### src/rtl/hazard_ctrl_pkg.sv
// Shared types and constants for the pipeline hazard controller.
// Includes the FSM encoding, forward-select codes and the register-match helper.
package hazard_ctrl_pkg;

    typedef enum logic [1:0] {
        RUN      = 2'd0,
        MEM_WAIT = 2'd1,
        TIMEOUT  = 2'd2
    } state_e;

    typedef logic [4:0] reg_idx_t;

    localparam logic [1:0] FWD_REG = 2'b00;
    localparam logic [1:0] FWD_W   = 2'b01;
    localparam logic [1:0] FWD_M   = 2'b10;

    // $zero is never a real producer, so a write to r0 must not create a dependency.
    function automatic logic reg_hit(input logic wr_en, input reg_idx_t dst, input reg_idx_t src);
        return wr_en && (dst != '0) && (dst == src);
    endfunction

endpackage

### src/rtl/hazard_ctrl_if.sv
// Bundle of pipeline-state inputs and control outputs exchanged between datapath and hazard_ctrl.
// The datapath side uses the master modport and the controller uses the slave modport.
interface hazard_ctrl_if #(
    parameter int CNT_W = 16
);
    logic [4:0]       rs_d, rt_d, rs_e, rt_e;
    logic [4:0]       write_reg_e, write_reg_m, write_reg_w;
    logic             reg_write_e, reg_write_m, reg_write_w;
    logic             mem_to_reg_e, mem_to_reg_m;
    logic             mem_req_m, mem_ready;
    logic             branch_d, pc_src_d;

    logic             forward_a_d, forward_b_d;
    logic [1:0]       forward_a_e, forward_b_e;
    logic             stall_f, stall_d, stall_e, stall_m;
    logic             flush_d, flush_e, flush_w;
    logic             halt;
    logic [CNT_W-1:0] stall_cnt;

    modport master (
        output rs_d, rt_d, rs_e, rt_e,
        output write_reg_e, write_reg_m, write_reg_w,
        output reg_write_e, reg_write_m, reg_write_w,
        output mem_to_reg_e, mem_to_reg_m,
        output mem_req_m, mem_ready, branch_d, pc_src_d,
        input  forward_a_d, forward_b_d, forward_a_e, forward_b_e,
        input  stall_f, stall_d, stall_e, stall_m,
        input  flush_d, flush_e, flush_w, halt, stall_cnt
    );

    modport slave (
        input  rs_d, rt_d, rs_e, rt_e,
        input  write_reg_e, write_reg_m, write_reg_w,
        input  reg_write_e, reg_write_m, reg_write_w,
        input  mem_to_reg_e, mem_to_reg_m,
        input  mem_req_m, mem_ready, branch_d, pc_src_d,
        output forward_a_d, forward_b_d, forward_a_e, forward_b_e,
        output stall_f, stall_d, stall_e, stall_m,
        output flush_d, flush_e, flush_w, halt, stall_cnt
    );

endinterface

### src/rtl/hazard_ctrl_forward_unit.sv
// Purely combinational forwarding selects for the EX ALU operands and the ID branch comparator.
// The MEM-stage producer is younger than the WB one, so it takes priority.
module forward_unit
    import hazard_ctrl_pkg::*;
(
    input  reg_idx_t   rs_d,
    input  reg_idx_t   rt_d,
    input  reg_idx_t   rs_e,
    input  reg_idx_t   rt_e,
    input  reg_idx_t   write_reg_m,
    input  reg_idx_t   write_reg_w,
    input  logic       reg_write_m,
    input  logic       reg_write_w,
    output logic       forward_a_d,
    output logic       forward_b_d,
    output logic [1:0] forward_a_e,
    output logic [1:0] forward_b_e
);

    function automatic logic [1:0] ex_sel(input reg_idx_t src, input logic wm, input reg_idx_t dm,
                                          input logic ww, input reg_idx_t dw);
        if (reg_hit(wm, dm, src))      return FWD_M;
        else if (reg_hit(ww, dw, src)) return FWD_W;
        else                           return FWD_REG;
    endfunction

    assign forward_a_e = ex_sel(rs_e, reg_write_m, write_reg_m, reg_write_w, write_reg_w);
    assign forward_b_e = ex_sel(rt_e, reg_write_m, write_reg_m, reg_write_w, write_reg_w);

    // Only ALUOutM can reach the ID comparator; WB values arrive via the register file.
    assign forward_a_d = reg_hit(reg_write_m, write_reg_m, rs_d);
    assign forward_b_d = reg_hit(reg_write_m, write_reg_m, rt_d);

endmodule

### src/rtl/hazard_ctrl.sv
// Hazard/stall controller for the 5-stage MIPS pipeline: forwarding, load-use and branch
// stalls, and a supervised multi-cycle data-memory wait sequence with a sticky halt.
module hazard_ctrl
    import hazard_ctrl_pkg::*;
#(
    parameter int WAIT_MAX = 16,
    parameter int CNT_W    = 16
) (
    input logic         clk,
    input logic         rst_n,
    hazard_ctrl_if.slave hz
);

    localparam int WCNT_W = $clog2(WAIT_MAX + 1);

    state_e             state_q, state_d;
    logic [WCNT_W-1:0]  wait_q, wait_d;
    logic [CNT_W-1:0]   stall_cnt_q;

    logic       fwd_a_d, fwd_b_d;
    logic [1:0] fwd_a_e, fwd_b_e;
    logic       lw_stall, br_stall, mem_stall;
    logic       stall_f, stall_d, stall_e, stall_m;
    logic       flush_d, flush_e, flush_w, halt;

    forward_unit u_fwd (
        .rs_d        (hz.rs_d),
        .rt_d        (hz.rt_d),
        .rs_e        (hz.rs_e),
        .rt_e        (hz.rt_e),
        .write_reg_m (hz.write_reg_m),
        .write_reg_w (hz.write_reg_w),
        .reg_write_m (hz.reg_write_m),
        .reg_write_w (hz.reg_write_w),
        .forward_a_d (fwd_a_d),
        .forward_b_d (fwd_b_d),
        .forward_a_e (fwd_a_e),
        .forward_b_e (fwd_b_e)
    );

    assign lw_stall = hz.mem_to_reg_e && (hz.rt_e != '0) &&
                      ((hz.rt_e == hz.rs_d) || (hz.rt_e == hz.rt_d));

    assign br_stall = hz.branch_d &&
                      (reg_hit(hz.reg_write_e,  hz.write_reg_e, hz.rs_d) ||
                       reg_hit(hz.reg_write_e,  hz.write_reg_e, hz.rt_d) ||
                       reg_hit(hz.mem_to_reg_m, hz.write_reg_m, hz.rs_d) ||
                       reg_hit(hz.mem_to_reg_m, hz.write_reg_m, hz.rt_d));

    assign mem_stall = ((state_q == RUN) && hz.mem_req_m && !hz.mem_ready) ||
                       ((state_q == MEM_WAIT) && !hz.mem_ready);

    // NOTE: every always_comb target gets a default first so no path can infer a latch.
    always_comb begin
        state_d = state_q;
        wait_d  = wait_q;
        unique case (state_q)
            RUN: begin
                wait_d = '0;
                if (mem_stall) state_d = MEM_WAIT;
            end
            MEM_WAIT: begin
                wait_d = wait_q + WCNT_W'(1);
                // A completion on the final permitted cycle still counts as success.
                if (hz.mem_ready)                                state_d = RUN;
                else if (wait_q == WCNT_W'(WAIT_MAX - 1))        state_d = TIMEOUT;
            end
            TIMEOUT: state_d = TIMEOUT;
            default: state_d = RUN;
        endcase
    end

    always_comb begin
        stall_f = 1'b0;
        stall_d = 1'b0;
        stall_e = 1'b0;
        stall_m = 1'b0;
        flush_d = 1'b0;
        flush_e = 1'b0;
        flush_w = 1'b0;
        halt    = 1'b0;
        if (!rst_n) begin
            // outputs stay quiet while reset is held
        end else if (state_q == TIMEOUT) begin
            halt    = 1'b1;
            {stall_f, stall_d, stall_e, stall_m} = 4'b1111;
            flush_w = 1'b1;
        end else if (mem_stall) begin
            // Full freeze; pending lw/branch stalls are re-evaluated once memory releases.
            {stall_f, stall_d, stall_e, stall_m} = 4'b1111;
            flush_w = 1'b1;
        end else if (lw_stall || br_stall) begin
            stall_f = 1'b1;
            stall_d = 1'b1;
            flush_e = 1'b1;
        end else begin
            flush_d = hz.pc_src_d;
        end
    end

    // NOTE: sequential state uses non-blocking assignments so all registers update together.
    always_ff @(posedge clk) begin
        if (!rst_n) begin
            state_q     <= RUN;
            wait_q      <= '0;
            stall_cnt_q <= '0;
        end else begin
            state_q <= state_d;
            wait_q  <= wait_d;
            if (stall_f && (stall_cnt_q != '1)) stall_cnt_q <= stall_cnt_q + CNT_W'(1);
        end
    end

    assign hz.forward_a_d = rst_n & fwd_a_d;
    assign hz.forward_b_d = rst_n & fwd_b_d;
    assign hz.forward_a_e = rst_n ? fwd_a_e : FWD_REG;
    assign hz.forward_b_e = rst_n ? fwd_b_e : FWD_REG;
    assign hz.stall_f     = stall_f;
    assign hz.stall_d     = stall_d;
    assign hz.stall_e     = stall_e;
    assign hz.stall_m     = stall_m;
    assign hz.flush_d     = flush_d;
    assign hz.flush_e     = flush_e;
    assign hz.flush_w     = flush_w;
    assign hz.halt        = halt;
    assign hz.stall_cnt   = stall_cnt_q;

endmodule

### src/flat_wrapper.sv
// flat-port wrapper written by rule: the top's interface ports become plain ports
module hazard_ctrl_flat import hazard_ctrl_pkg::*;
#(
    parameter int WAIT_MAX = 16,
    parameter int CNT_W    = 16
)
  (clk, rst_n, hz_rs_d, hz_rt_d, hz_rs_e, hz_rt_e, hz_write_reg_e, hz_write_reg_m, hz_write_reg_w, hz_reg_write_e, hz_reg_write_m, hz_reg_write_w, hz_mem_to_reg_e, hz_mem_to_reg_m, hz_mem_req_m, hz_mem_ready, hz_branch_d, hz_pc_src_d, hz_forward_a_d, hz_forward_b_d, hz_forward_a_e, hz_forward_b_e, hz_stall_f, hz_stall_d, hz_stall_e, hz_stall_m, hz_flush_d, hz_flush_e, hz_flush_w, hz_halt, hz_stall_cnt);
  hazard_ctrl_if #(.CNT_W(CNT_W)) hz_i ();
  input logic clk;
  input logic rst_n;
  input wire logic [$bits(hz_i.rs_d)-1:0] hz_rs_d;
  input wire logic [$bits(hz_i.rt_d)-1:0] hz_rt_d;
  input wire logic [$bits(hz_i.rs_e)-1:0] hz_rs_e;
  input wire logic [$bits(hz_i.rt_e)-1:0] hz_rt_e;
  input wire logic [$bits(hz_i.write_reg_e)-1:0] hz_write_reg_e;
  input wire logic [$bits(hz_i.write_reg_m)-1:0] hz_write_reg_m;
  input wire logic [$bits(hz_i.write_reg_w)-1:0] hz_write_reg_w;
  input wire logic [$bits(hz_i.reg_write_e)-1:0] hz_reg_write_e;
  input wire logic [$bits(hz_i.reg_write_m)-1:0] hz_reg_write_m;
  input wire logic [$bits(hz_i.reg_write_w)-1:0] hz_reg_write_w;
  input wire logic [$bits(hz_i.mem_to_reg_e)-1:0] hz_mem_to_reg_e;
  input wire logic [$bits(hz_i.mem_to_reg_m)-1:0] hz_mem_to_reg_m;
  input wire logic [$bits(hz_i.mem_req_m)-1:0] hz_mem_req_m;
  input wire logic [$bits(hz_i.mem_ready)-1:0] hz_mem_ready;
  input wire logic [$bits(hz_i.branch_d)-1:0] hz_branch_d;
  input wire logic [$bits(hz_i.pc_src_d)-1:0] hz_pc_src_d;
  output wire logic [$bits(hz_i.forward_a_d)-1:0] hz_forward_a_d;
  output wire logic [$bits(hz_i.forward_b_d)-1:0] hz_forward_b_d;
  output wire logic [$bits(hz_i.forward_a_e)-1:0] hz_forward_a_e;
  output wire logic [$bits(hz_i.forward_b_e)-1:0] hz_forward_b_e;
  output wire logic [$bits(hz_i.stall_f)-1:0] hz_stall_f;
  output wire logic [$bits(hz_i.stall_d)-1:0] hz_stall_d;
  output wire logic [$bits(hz_i.stall_e)-1:0] hz_stall_e;
  output wire logic [$bits(hz_i.stall_m)-1:0] hz_stall_m;
  output wire logic [$bits(hz_i.flush_d)-1:0] hz_flush_d;
  output wire logic [$bits(hz_i.flush_e)-1:0] hz_flush_e;
  output wire logic [$bits(hz_i.flush_w)-1:0] hz_flush_w;
  output wire logic [$bits(hz_i.halt)-1:0] hz_halt;
  output wire logic [$bits(hz_i.stall_cnt)-1:0] hz_stall_cnt;
  assign hz_i.rs_d = hz_rs_d;
  assign hz_i.rt_d = hz_rt_d;
  assign hz_i.rs_e = hz_rs_e;
  assign hz_i.rt_e = hz_rt_e;
  assign hz_i.write_reg_e = hz_write_reg_e;
  assign hz_i.write_reg_m = hz_write_reg_m;
  assign hz_i.write_reg_w = hz_write_reg_w;
  assign hz_i.reg_write_e = hz_reg_write_e;
  assign hz_i.reg_write_m = hz_reg_write_m;
  assign hz_i.reg_write_w = hz_reg_write_w;
  assign hz_i.mem_to_reg_e = hz_mem_to_reg_e;
  assign hz_i.mem_to_reg_m = hz_mem_to_reg_m;
  assign hz_i.mem_req_m = hz_mem_req_m;
  assign hz_i.mem_ready = hz_mem_ready;
  assign hz_i.branch_d = hz_branch_d;
  assign hz_i.pc_src_d = hz_pc_src_d;
  assign hz_forward_a_d = hz_i.forward_a_d;
  assign hz_forward_b_d = hz_i.forward_b_d;
  assign hz_forward_a_e = hz_i.forward_a_e;
  assign hz_forward_b_e = hz_i.forward_b_e;
  assign hz_stall_f = hz_i.stall_f;
  assign hz_stall_d = hz_i.stall_d;
  assign hz_stall_e = hz_i.stall_e;
  assign hz_stall_m = hz_i.stall_m;
  assign hz_flush_d = hz_i.flush_d;
  assign hz_flush_e = hz_i.flush_e;
  assign hz_flush_w = hz_i.flush_w;
  assign hz_halt = hz_i.halt;
  assign hz_stall_cnt = hz_i.stall_cnt;
  hazard_ctrl #(.WAIT_MAX(WAIT_MAX), .CNT_W(CNT_W)) u_core (.clk(clk), .rst_n(rst_n), .hz(hz_i));
endmodule
### config.mk
export PLATFORM = sky130hd
export DESIGN_NAME = hazard_ctrl_flat
export DESIGN_NICKNAME = d
export VERILOG_FILES = /design/src/rtl/hazard_ctrl_pkg.sv /design/src/rtl/hazard_ctrl_if.sv /design/src/rtl/hazard_ctrl_forward_unit.sv /design/src/rtl/hazard_ctrl.sv /design/src/flat_wrapper.sv
export SDC_FILE = /design/constraint.sdc
export NUM_CORES = 1
export LEC_CHECK = 0
export CORE_ASPECT_RATIO = 1.2
export CORE_MARGIN = 1.5
export CORE_UTILIZATION = 30
export CTS_CLUSTER_SIZE = 8
export DETAILED_ROUTE_END_ITERATION = 6
export PLACE_DENSITY = 0.6
export SLEW_MARGIN = 20
export SYNTH_ARGS = -nofsm -noshare
export SYNTH_HDL_FRONTEND = slang
export SYNTH_HIERARCHICAL = 1
export SYNTH_SLANG_ARGS = --single-unit
### constraint.sdc
create_clock -name clk -period 2.3 [get_ports clk]
set_input_delay 0.345 -clock clk [delete_from_list [all_inputs] [get_ports clk]]
set_output_delay 0.345 -clock clk [all_outputs]
set_load 0.01 [all_outputs]
## Yosys cells after proc, flatten, opt, wreduce, memory -nomap -nowiden

Index checks and enable logic that the tools add are counted.

| operators by class | value |
|---|---|
| add/subtract/negate cells | 2 |
| eq/ne operators | 16 |
| muxes and demuxes | 27 |
| bitwise gates (word level) | 2 |
| reduce and logical (&&, ||, !) cells | 35 |

Operator list:

| operator | number |
|---|---|
| 5-bit == test | 10 |
| 1-bit logical AND | 21 |
| 5-bit nonzero test | 4 |
| 1-bit two-way mux | 18 |
| 16-bit by 1-bit adder with 16-bit output, second input constant | 1 |
| 16-bit inequality test, second input constant | 1 |
| 2-bit two-way mux | 7 |
| 5-bit case mux with 2 select lines | 1 |
| 1-bit logical OR | 6 |
| 2-bit case mux with 3 select lines | 1 |
| 5-bit by 1-bit adder with 5-bit output, second input constant | 1 |
| 5-bit by 4-bit == test with 1-bit output, second input constant | 1 |
| 3-bit inequality test, second input constant | 1 |
| 1-bit AND | 2 |
| 2-bit by 1-bit == test with 1-bit output, second input constant | 1 |
| 2-bit == test, second input constant | 1 |
| 2-bit logical NOT | 1 |
| 2-bit by 1-bit inequality test with 1-bit output, second input constant | 1 |
| 2-bit AND reduction | 1 |
| 2-bit nonzero test | 1 |
| 1-bit logical NOT | 1 |

| word-level totals | value |
|---|---|
| bits in registers | 23 |
| input port bits | 46 |
| word-level logic and storage cells | 85 |

## Depth between registers and ports, before layout

| logic depth | value |
|---|---|
| depth in word-level cells | 13 |
| depth in mapped cells | 8 |
| depth with buffers taken out | 7 |

## Cells and area by module

Netlist, hierarchy kept.

Modules (own cells, without submodules):

| module | instances | cells an instance | area each (um^2) | sequential area each (um^2) |
|---|---|---|---|---|
| hazard_ctrl | 1 | 210 | 1746.7 | 460.4 |
| forward_unit | 1 | 53 | 421.7 | 0.0 |

## Least setup slack after synthesis

No wires, ideal clock.

| timing | value |
|---|---|
| path type | input to output |
| start | input hz_write_reg_m[1] |
| end | output hz_stall_f |
| arrival time | 1.774 ns |
| data required time | 1.955 ns |
| path slack | 0.181 ns |
| cell stages on the path | 7 |
| buffers on the path | 2 |
| cells stage by stage | or4_1 -> o211ai_1 -> o22ai_2 -> nor3_1 -> buf_4 -> nor2_1 -> buf_4 |

| between the ends | value |
|---|---|
| longest elaborated chain between the ends | 11 |
| elaborated cells on any way between the ends | 14 |
| classes of those cells | eq/ne (2); mux (4); reduce/logical (8) |

RTL lines:

| what | line | RTL |
|---|---|---|
| start: declaration | flat_wrapper.sv:16 | `input wire logic [$bits(hz_i.write_reg_m)-1:0] hz_write_reg_m;` |
| 5-bit nonzero test | hazard_ctrl_pkg.sv:19 | `return wr_en && (dst != '0) && (dst == src);` |
| 1-bit logical AND (2 in a row) | hazard_ctrl_pkg.sv:19 |  |
| 1-bit logical OR | hazard_ctrl.sv:46 | `reg_hit(hz.reg_write_e, hz.write_reg_e, hz.rt_d) \|\|` |
| 1-bit logical OR (*) | hazard_ctrl.sv:47 | `reg_hit(hz.mem_to_reg_m, hz.write_reg_m, hz.rs_d) \|\|` |
| 1-bit logical AND (*) | hazard_ctrl.sv:44 | `assign br_stall = hz.branch_d &&` |
| 1-bit logical OR (*) | hazard_ctrl.sv:92 | `end else if (lw_stall \|\| br_stall) begin` |
| 1-bit two-way mux (*) (4 in a row) | -- |  |
| end: declaration | flat_wrapper.sv:31 | `output wire logic [$bits(hz_i.stall_f)-1:0] hz_stall_f;` |

Every way passes the cells marked *; elsewhere a longest branch is shown, timed or not.

## Worst setup path in the final report

| timing | value |
|---|---|
| start | input hz_rt_e[2] |
| end | output hz_flush_d |

| between the ends | value |
|---|---|
| longest elaborated chain between the ends | 8 |
| elaborated cells on any way between the ends | 11 |
| classes of those cells | eq/ne (2); mux (4); reduce/logical (5) |

RTL lines:

| what | line | RTL |
|---|---|---|
| start: declaration | flat_wrapper.sv:14 | `input wire logic [$bits(hz_i.rt_e)-1:0] hz_rt_e;` |
| 5-bit == test / 5-bit nonzero test (equally long branches) | hazard_ctrl.sv:42, hazard_ctrl.sv:41 |  |
| 1-bit logical OR / 1-bit logical AND (equally long branches) | hazard_ctrl.sv:42, hazard_ctrl.sv:41 |  |
| 1-bit logical AND (*) | hazard_ctrl.sv:41 | `assign lw_stall = hz.mem_to_reg_e && (hz.rt_e != '0) &&` |
| 1-bit logical OR (*) | hazard_ctrl.sv:92 |  |
| 1-bit two-way mux (*) | hazard_ctrl.sv:92 |  |
| 1-bit two-way mux (*) | hazard_ctrl.sv:88 | `end else if (mem_stall) begin` |
| 1-bit two-way mux (*) | hazard_ctrl.sv:84 | `end else if (state_q == TIMEOUT) begin` |
| 1-bit two-way mux (*) | hazard_ctrl.sv:82 | `if (!rst_n) begin` |
| end: declaration | flat_wrapper.sv:35 | `output wire logic [$bits(hz_i.flush_d)-1:0] hz_flush_d;` |

Marks and branches as above.

==> key figures <==
Placed design
  • Routability cong.: 0.832
  • Placed Cells: 457
  • DP Area: 3310 µm²
  • Dpl hpwl: 4940 µm
  • PortBufs: 75

Pwr
  • VDD IR max: 0.193 mV
  • Leakage power figure: 1.37 nW
  • Pwr dens: 312 nW/µm²

Global routing
  • Vias in the first global route: 2220
  • Tot GR Track Use: 16.0%
  • First-pass GRT wire length: 9890 µm
  • Largest net degree at the start of global routing: 21
  • Antenna violations before repair: 0
  • Remaining global-route overflow: 0

Flow run
  • Max capacitance violation total: 0

Route
  • Total Wirelength: 6160 µm
  • DR vias/cell: 4.83
  • 1st-pass router iterations: 4
  • Post-DR wirelength/cell: 13.2 µm
  • DRC viols: 0
  • Via count: 2255
  • Number of DRC markers in iteration 0: 56
  • Detail Route Antenna Nets: 0

Timing
  • Final Hold Fails: 0
  • Final worst-path cycle share: 99.7%
  • RSZ-0062 raised after global routing: yes
  • Fmax: 436 MHz
  • Tmin final: 2290 ps
  • Pins Over Slew Limit: 0
  • Rel. slew slack: 78.8%
  • Worst-Margin Slew: 310 ps
  • Setup_tns: 0 ps
  • # setup viols final: 0
  • Worst Skew: 15.2 ps

Worst setup path
  • Critical path class: input port to primary output
  • Critical-path top delay cell: or4_4
  • CP arrival: 1950 ps
  • Crit-path max cell delay: 550 ps
  • Req. time, crit path: 1960 ps
  • Buf/Inv on CP: 3
  • Startpoint Class: input port
  • Worst path cell trace: dlygate4sd2_1 -> or4_4 -> o21ai_4 -> a21oi_4 -> buf_4 -> nor4b_4 -> buf_2
  • Top cell family by delay on the critical path: simple AND/OR/NAND/NOR gates
  • CP Max Fanout: 3
  • Crit. End Element: primary output

Floorplanning
  • Core footprint: 6900 µm²
  • Chip Width: 80.6 µm
  • Cell Rows: 33
  • Die Span Y: 96.1 µm
  • Starting Density: 31.4%
  • Top Ports: 76
  • Die area: 7750 µm²

Yosys
  • Syn Inst Count: 263
  • Cell area after synthesis: 2170 µm²
  • Syn Area/Cell: 8.24 µm²
  • Synth area leader: dfxtp_1
  • Sequential-to-total area share from yosys stat: 21.2%
  • Post-synth top flop: dfxtp_1
  • FFs w/ async S/R, synth: 0%
  • Synth top area cells: dfxtp_1, xor2_1, xnor2_1
  • Register bit total from synthesis: 23
  • Synth warnings: 6
  • Area fraction of the dominant cell type after synthesis: 21.2%
  • Net count after synthesis: 312
  • Post-synth EDFFs: 0
  • Distinct cell type count after synthesis: 54

Clock tree
  • CTS Buffer Depth: 2
  • H-tree levels: 1
  • Skew-Pair Late Insertion Delay: 270 ps
  • Num Clock Sinks: 23
  • CTS tree: done
  • CTS Buf Count: 3
  • CTS root buffer: clkbuf_8
  • Clk slew on worst S/H paths: 90 ps
  • Number of hold buffers added after CTS: 0

Cells and area
  • # diodes: 0
  • Final instance count without filler cells: 467
  • Layout Nets: 430
  • Layout cells sized above 1: 27.4%
  • Area Overhead vs Synth: 57.6%
  • Core Util, Final: 49.6%
  • Final instance area: 3420 µm²

Run status
  • Status: complete, no violations

Worst hold path
  • Worst Hold Class: register to register
[worst reg2reg max path, delay by kind of cell (launching register included)]
family | cells | cell delay, ps
AND/OR/NAND/NOR | 4 | 900
flip-flops | 1 | 460
buffers and inverters | 1 | 240
AO/OA/AOI/OAI | 2 | 230
multiplexers | 1 | 180
[report_power, final]
part / internal, mW / switching, mW / total (mW)
logic: 0.219 / 0.184 / 0.402
clock network: 0.121 / 0.132 / 0.253
registers: 0.404 / 0.00671 / 0.411
[cell usage after synthesis, types with 4 or more instances]
cell type   n
xor2_1     34
xnor2_1    26
dfxtp_1    23
nand2_1    18
nor2_1     18
nand3_1    12
mux2i_1    11
nor3_1      9
and2_1      8
nand2b_1    8
clkbuf_1    7
inv_1       7
a21oi_1     6
nor4_2      5
or4_1       5
buf_4       4
nor4_1      4
[area by class of cell]
type	instances	area [µm²]
Clock buffer	3	41.3
Sequential cell	23	460
Inverter	7	26.3
Multi-Input combinational cell	216	1650
Tap cell	87	109
Timing Repair Buffer	130	1120
Fill cell	695	3480
Clock inverter	1	5.00
[logic make-up (layout without fill, tap and decap cells)]
| logic type | Yosys count | count (layout) | synth area share (%) |
|---|---|---|---|
| simple gates | 111 | 111 | 30.6 |
| xor+xnor | 60 | 60 | 24.2 |
| compound gates | 31 | 31 | 11.4 |
| buf+inv | 24 | 141 | 5.71 |
| flops | 23 | 23 | 21.2 |
| mux | 11 | 11 | 5.08 |
| fa+ha+maj | 3 | 3 | 1.73 |
[metrics by stage]
step / hold WS (ps) / setup slack, ps / total power, mW
4_1_cts: 492 / -17.0 / 1.07
6_report: 489 / 7.15 / 1.07
2_1_floorplan: 454 / 181 / 0.599
3_5_place_dp: 479 / -753 / 0.820
5_1_grt: 510 / -41.4 / 1.12
3_3_place_gp: 475 / -702 / 0.814
[worst paths after layout]
| check | startpoint | endpoint | slack (ps) | cells past startpoint |
|---|---|---|---|---|
| max | hz_rt_e[2] | hz_flush_d | 7 | 7 |
| min | u_core/hz.stall_cnt[9]$_SDFFE_PN0P_ | u_core/hz.stall_cnt[9]$_SDFFE_PN0P_ | 490 | 2 |
| min reg2reg | u_core/hz.stall_cnt[9]$_SDFFE_PN0P_ | u_core/hz.stall_cnt[9]$_SDFFE_PN0P_ | 490 | 2 |
| max reg2reg | u_core/hz.stall_cnt[5]$_SDFFE_PN0P_ | u_core/hz.stall_cnt[3]$_SDFFE_PN0P_ | 230 | 8 |
[placed cells by master (no fill, tap or decap), types with 3 or more instances in the layout]
cell | synthesis | layout
buf_6 | 2 | 4
xnor2_1 | 26 | 26
buf_4 | 4 | 50
o211ai_1 | 3 | 3
nor2b_1 | 3 | 3
nor4_1 | 4 | 4
nor2_1 | 18 | 16
clkbuf_8 | 0 | 3
ha_1 | 3 | 3
mux2i_1 | 11 | 11
nand2b_1 | 8 | 8
xor2_1 | 34 | 34
nand2_1 | 18 | 18
clkdlybuf4s15_1 | 0 | 4
nand3_1 | 12 | 12
and2_1 | 8 | 8
a21oi_1 | 6 | 5
clkdlybuf4s50_1 | 0 | 39
nor3_2 | 3 | 5
dfxtp_1 | 23 | 23
or4_4 | 1 | 4
nor3_1 | 9 | 7
nor2_2 | 2 | 4
dlygate4sd2_1 | 0 | 19
buf_2 | 2 | 10
nor4_2 | 5 | 5
nand4_1 | 3 | 3
inv_1 | 7 | 7
[repair_timing]
item                       CTS  global route
setup endpoints to repair   17            10
setup buffers                7             0
pin swaps                   20            10
gates resized for setup     81             9
[registers in the layout, indices dropped and copies added, names as in the netlist]
register             cells
u_core/hz.stall_cnt     16
u_core/wait_q            5
u_core/state_q           2
[metal layers]
layer  wire length, µm  part of all wire, %  track usage [%]
met2              3300                   54             30.8
met4                65                  1.1             4.17
met1              2600                   42             18.9
met3               196                  3.2            0.948
met5                 0                    0                0
Power figures use the tool's default switching activity.
